<file path="src/rtl/regfile_write_sched.sv">


module regfile_write_sched #(
  parameter int DATA_W   = 32,
  parameter int ADDR_W   = 5,
  parameter int NUM_REGS = 32
) (
  input  logic              Clk,
  input  logic              Reset_n,
  input  logic              ClearReq,
  input  logic              ReqA,
  input  logic [ADDR_W-1:0] AddrA,
  input  logic [DATA_W-1:0] DataA,
  output logic              GntA,
  input  logic              ReqB,
  input  logic [ADDR_W-1:0] AddrB,
  input  logic [DATA_W-1:0] DataB,
  output logic              GntB,
  output logic              Ready,
  output logic [ADDR_W-1:0] WriteRegister,
  output logic [DATA_W-1:0] WriteData,
  output logic              RegWrite
);

  typedef enum logic [0:0] {
    ST_CLEAR = 1'b0,
    ST_RUN   = 1'b1
  } state_t;

  localparam logic              PTR_A      = 1'b0;
  localparam logic              PTR_B      = 1'b1;
  localparam logic [ADDR_W-1:0] FIRST_ADDR = ADDR_W'(1);
  localparam logic [ADDR_W-1:0] LAST_ADDR  = ADDR_W'(NUM_REGS - 1);

  state_t            state_r;
  logic [ADDR_W-1:0] cnt_r;
  logic              rr_ptr_r;
  logic [ADDR_W-1:0] write_register_r;
  logic [DATA_W-1:0] write_data_r;
  logic              reg_write_r;

  logic              run_s;
  logic              gnt_a_s;
  logic              gnt_b_s;
  logic [ADDR_W-1:0] win_addr_s;
  logic [DATA_W-1:0] win_data_s;

  // Grant decode: nothing is granted while clearing or while a clear is being requested.
  always_comb begin
    run_s   = (state_r == ST_RUN);
    gnt_a_s = 1'b0;
    gnt_b_s = 1'b0;
    if (run_s && !ClearReq) begin
      if (ReqA && ReqB) begin
        gnt_a_s = (rr_ptr_r == PTR_A);
        gnt_b_s = (rr_ptr_r == PTR_B);
      end else begin
        gnt_a_s = ReqA;
        gnt_b_s = ReqB;
      end
    end else begin
      gnt_a_s = 1'b0;
      gnt_b_s = 1'b0;
    end
  end

  // Winner address/data mux feeding the write-port registers.
  always_comb begin
    win_addr_s = AddrA;
    win_data_s = DataA;
    if (gnt_b_s) begin
      win_addr_s = AddrB;
      win_data_s = DataB;
    end else begin
      win_addr_s = AddrA;
      win_data_s = DataA;
    end
  end

  // Sequencer: clear sweep, then arbitrated writes; all write-port signals registered here.
  always_ff @(posedge Clk or negedge Reset_n) begin
    if (!Reset_n) begin
      state_r          <= ST_CLEAR;
      cnt_r            <= FIRST_ADDR;
      rr_ptr_r         <= PTR_A;
      write_register_r <= '0;
      write_data_r     <= '0;
      reg_write_r      <= 1'b0;
    end else begin
      case (state_r)
        ST_CLEAR: begin
          write_register_r <= cnt_r;
          write_data_r     <= '0;
          reg_write_r      <= 1'b1;
          if (cnt_r == LAST_ADDR) begin
            state_r <= ST_RUN;
            cnt_r   <= FIRST_ADDR;
          end else begin
            cnt_r <= cnt_r + FIRST_ADDR;
          end
        end
        ST_RUN: begin
          if (ClearReq) begin
            state_r     <= ST_CLEAR;
            cnt_r       <= FIRST_ADDR;
            reg_write_r <= 1'b0;
          end else if (gnt_a_s || gnt_b_s) begin
            write_register_r <= win_addr_s;
            write_data_r     <= win_data_s;
            // A write aimed at register 0 is consumed but never reaches the array.
            reg_write_r      <= (win_addr_s != '0);
            rr_ptr_r         <= gnt_a_s ? PTR_B : PTR_A;
          end else begin
            reg_write_r <= 1'b0;
          end
        end
        default: begin
          state_r     <= ST_CLEAR;
          cnt_r       <= FIRST_ADDR;
          reg_write_r <= 1'b0;
        end
      endcase
    end
  end

  assign GntA          = gnt_a_s;
  assign GntB          = gnt_b_s;
  assign Ready         = run_s;
  assign WriteRegister = write_register_r;
  assign WriteData     = write_data_r;
  assign RegWrite      = reg_write_r;

endmodule

</file>
<file path="config.mk">
export PLATFORM = sky130hd
export DESIGN_NAME = regfile_write_sched
export DESIGN_NICKNAME = d
export VERILOG_FILES = /design/src/rtl/regfile_write_sched.sv
export SDC_FILE = /design/constraint.sdc
export NUM_CORES = 1
export LEC_CHECK = 0
export BUFFER_PORTS_ARGS = -buffer_cell sky130_fd_sc_hd__buf_2
export CORE_MARGIN = 1.5
export CORE_UTILIZATION = 41
export DETAILED_ROUTE_END_ITERATION = 7
export PLACE_DENSITY = 0.77
export SLEW_MARGIN = 15
export SYNTH_ARGS = -nofsm -noshare
export SYNTH_HDL_FRONTEND = slang
export SYNTH_SLANG_ARGS = --single-unit
</file>
<file path="constraint.sdc">
create_clock -name Clk -period 1.4 [get_ports Clk]
set_input_delay 0.21 -clock Clk [delete_from_list [all_inputs] [get_ports Clk]]
set_output_delay 0.21 -clock Clk [all_outputs]
set_load 0.01 [all_outputs]
</file>
==> implementation parameters <==
Parameter                              Value

Outcome
  Result of the run ... finished, violations left
  Violations in the final reports ... setup timing

Setup path
  CP Capture Type ... output port
  Critical path required time ... 1.19 ns
  Largest driver fanout on the critical path ... 3
  Depth of the worst register-to-register path ... 6
  Critical Path, Cell by Cell ... o21ai_4 > buf_6 > nor2_2 > nor2_2 > buf_2
  Most prevalent standard cell on the critical path ... nor2_2
  Kind of critical path ... reg -> out
  Launching element type of the critical path ... flop
  Standard cell with the maximum stage delay on the critical path ... dfrtp_1
  Longest individual stage delay on the worst path ... 0.42 ns
  Data arrival time of the worst path ... 1.31 ns

STA
  Min Hold Slack ... 0.179 ns
  Setup violators final ... 16
  Normalized max-slew margin ... 70.3%
  Share of the cycle needed by the critical path after routing ... 109%
  Transition time at the pin with the least slew margin ... 0.445 ns
  RSZ-0062 raised after global routing ... true
  Post-Route Skew ... 0.0117 ns
  FMAX ... 0.658 GHz
  Final critical-path setup slack ... -0.120 ns
  Number of failing hold endpoints at the final stage ... 0
  Tmin final ... 1.52 ns
  Count of pins over their slew limit ... 0

Synth
  Synth top area share ... 48.2%
  Mapped cell area ... 0.00228 mm2
  Largest cells by area after synthesis ... dfrtp_1 48%, mux2i_1 16%, nand3_1 8.1%
  Post-synthesis sequential area ratio ... 49.3%
  Net count of the mapped netlist ... 296
  Mapped Avg Cell Area ... 10.6 um2
  Seq cells post-synth ... 45
  Post-synthesis cell type with the largest combined area ... dfrtp_1
  Unique cell type count in the Yosys netlist ... 33
  Cell count after synthesis ... 215
  Yosys warnings ... 0

Floorplanning
  Total I/O pin count ... 120
  Starting density of the core ... 43.6%
  Standard-cell rows ... 26
  Width of the chip ... 77.7 um
  Vertical die dimension ... 77.7 um
  Area of the die ... 0.00603 mm2
  Core Region ... 0.00524 mm2

Global route
  Antenna violations before repair ... 0
  Overall overflow remaining after global route ... 0
  Global Route Usage Sum ... 19.9%
  First-pass GRT wire length ... 9.51 mm
  Number of global-route vias before repair ... 1977
  Largest net degree at the start of global routing ... 43

CTS
  Clock H-tree levels ... 2
  TritonCTS Sinks ... 45
  Buffers from clock root to sink, at most ... 2
  Skew-Pair Late Insertion Delay ... 0.30 ns
  Clock-pin slew on the worst setup and hold paths ... 0.09 ns
  Clock Root Buffer ... clkbuf_8
  CTS buffer count ... 5
  TritonCTS clock tree ... built

Pwr
  PD cells ... 1290 mW/mm2
  Relative contribution of combinational cells to total power ... 38.3%
  Max VDD drop ... 0.598 mV
  Share of power burned in the clock network ... 23.2%
  Seq pwr share ... 38.6%
  Switching power share of the total ... 31.6%
  Leakage power ... 0.00179 uW
  Design internal power ... 3000 uW
  Switch Pwr ... 1390 uW

Detailed routing
  Detailed-routing iteration count for the pre-antenna-repair pass ... 4
  Wire per inst ... 14.5 um
  Vias per cell ... 5.09
  Remaining routing DRC violations ... 0
  Final Routed Wirelength ... 6.07 mm
  DR vias ... 2126
  Final ANT Viol Nets ... 0
  DRT iter0 DRCs ... 86

Place
  Instance area after placement ... 0.00301 mm2
  Estimated wirelength of the detail-placed design ... 4.04 mm
  Port-buffer cells ... 119
  GP Congestion ... 0.839

Flow run
  Number of max-cap violations ... 0

Layout
  Total inserted antenna cells ... 0
  Most common cell after layout, fill and taps aside ... buf_2
  Commonest cells after routing, fill and taps aside ... 118 x buf_2, 43 x dfrtp_1, 37 x nand3_1, 33 x mux2i_1, 33 x o21ai_1
  Number of nets in the finished design ... 428
  Fraction of layout instances using a drive strength above 1 ... 49.4%
  Layout Cell Area excl Fill ... 0.00339 mm2
  Area growth from synthesis to layout ... 48.5%

Worst hold path
  Number of cells on the worst hold path ... 3
  Class of the tightest hold or removal check ... in -> reg
[layout make-up]
| type | instances | area [um2] |
|---|---|---|
| clock inverter | 2 | 37.5 |
| tap | 70 | 87.6 |
| fill | 430 | 1850 |
| clock buffer | 6 | 82.6 |
| sequential | 45 | 1130 |
| timing repair buffer | 143 | 931 |
| multi-input combinational | 143 | 1090 |
| inverter | 9 | 33.8 |
[cells in the mapped netlist]
cell       n
inv_2      1
dfrtp_1   44
or4_1      1
nor2_1     4
o2111a_1   1
inv_1      8
o22ai_1    2
nand2_1    3
and3_1     1
dfstp_2    1
a22oi_1    1
nor2b_1    1
o21ai_0    1
mux2i_1   37
o21ai_4    1
buf_6      4
nand2b_1   1
o32ai_1    2
nor4_1     2
o21ai_1   33
a31oi_1    2
a21oi_1    1
ha_1       2
o21ai_2    1
o21bai_1   1
nor2b_2    1
xnor2_1    2
buf_2     10
buf_1      2
clkbuf_1   2
o31ai_2    1
nand3_1   37
o221ai_2   4
[metal layers]
| metal | global-route usage (%) | up-vias | wire (um) |
|---|---|---|---|
| met3 | 5.18 | 5 | 385 |
| met1 | 26.4 | 988 | 2680 |
| met2 | 32.8 | 86 | 2950 |
| met4 | 4.36 | 0 | 54 |
| met5 | 0 | - | 0 |
| li1 | - | 1047 | - |
[sequential cells by signal, summed over array words and instances, names as in the netlist]
register and count:
WriteData 32, WriteRegister 5, cnt_r 5, Ready 1, RegWrite 1, rr_ptr_r 1
[power groups by stage]
stage / Sequential (uW) / Combinational (uW) / Clock, uW
after floorplan: 1740 / 830 / 0
after global placement: 1700 / 1350 / 0
after detailed placement: 1710 / 1390 / 0
after CTS: 1690 / 1580 / 1040
after global routing: 1720 / 1830 / 1110
final: 1690 / 1680 / 1020
[final timing paths]
path | from | endpoint | slack (ns)
min in group asynchronous | Reset_n | WriteData[2]$_DFFE_PN0P_ | 0.42
worst max-delay path | rr_ptr_r$_DFFE_PN0P_ | GntA | -0.12
worst min register to register | WriteData[5]$_DFFE_PN0P_ | WriteData[5]$_DFFE_PN0P_ | 0.51
worst max register to register | rr_ptr_r$_DFFE_PN0P_ | WriteRegister[1]$_DFFE_PN0P_ | -0.10
worst min-delay path | DataB[29] | WriteData[29]$_DFFE_PN0P_ | 0.18
max in group asynchronous | Reset_n | cnt_r[0]$_DFFE_PN1N_ | 0.69
[worst max-delay path, delay by kind of cell (launching register included)]
kind | cells | cell delay, ns
flops | 1 | 0.42
buf+inv | 2 | 0.27
compound gates | 1 | 0.19
simple gates | 2 | 0.12
[logic make-up (layout without fill, tap and decap cells)]
family,count (synthesis),after routing,synth area share [%]
xor gates and xnor gates,2,2,0.767
muxes,37,37,16.2
DFF,45,45,49.3
and+or+nand+nor,51,51,11.3
buffers and inverters,27,160,6.30
adders and majority gates,2,2,1.10
AOI/OAI and AO/OA,51,51,15.0
[through the flow]
stage / util [%] / cells / setup TNS [ns] / power [uW] / worst slack [ns]
final: 64.8 / 418 / -0.932 / 4390 / -0.120
after global routing: 64.8 / 418 / -1.97 / 4660 / -0.176
after CTS: 62.5 / 410 / -0.323 / 4300 / -0.146
after detailed placement: 57.4 / 396 / 0 / 3090 / 0.0106
after global placement: 57.4 / 396 / 0 / 3050 / 0.0771
after floorplan: - / 215 / 0 / 2570 / 0.0130
[repair_timing]
action                                  in CTS  in global routing
gates cloned                                 2                  1
pin swaps                                    1                  1
resized for setup                            9                  7
hold buffers                                 1                  0
buffers inserted                             3                  7
hold endpoints to repair                    44                  0
endpoints found under the setup margin       3                 21
Power figures use the tool's default switching activity.
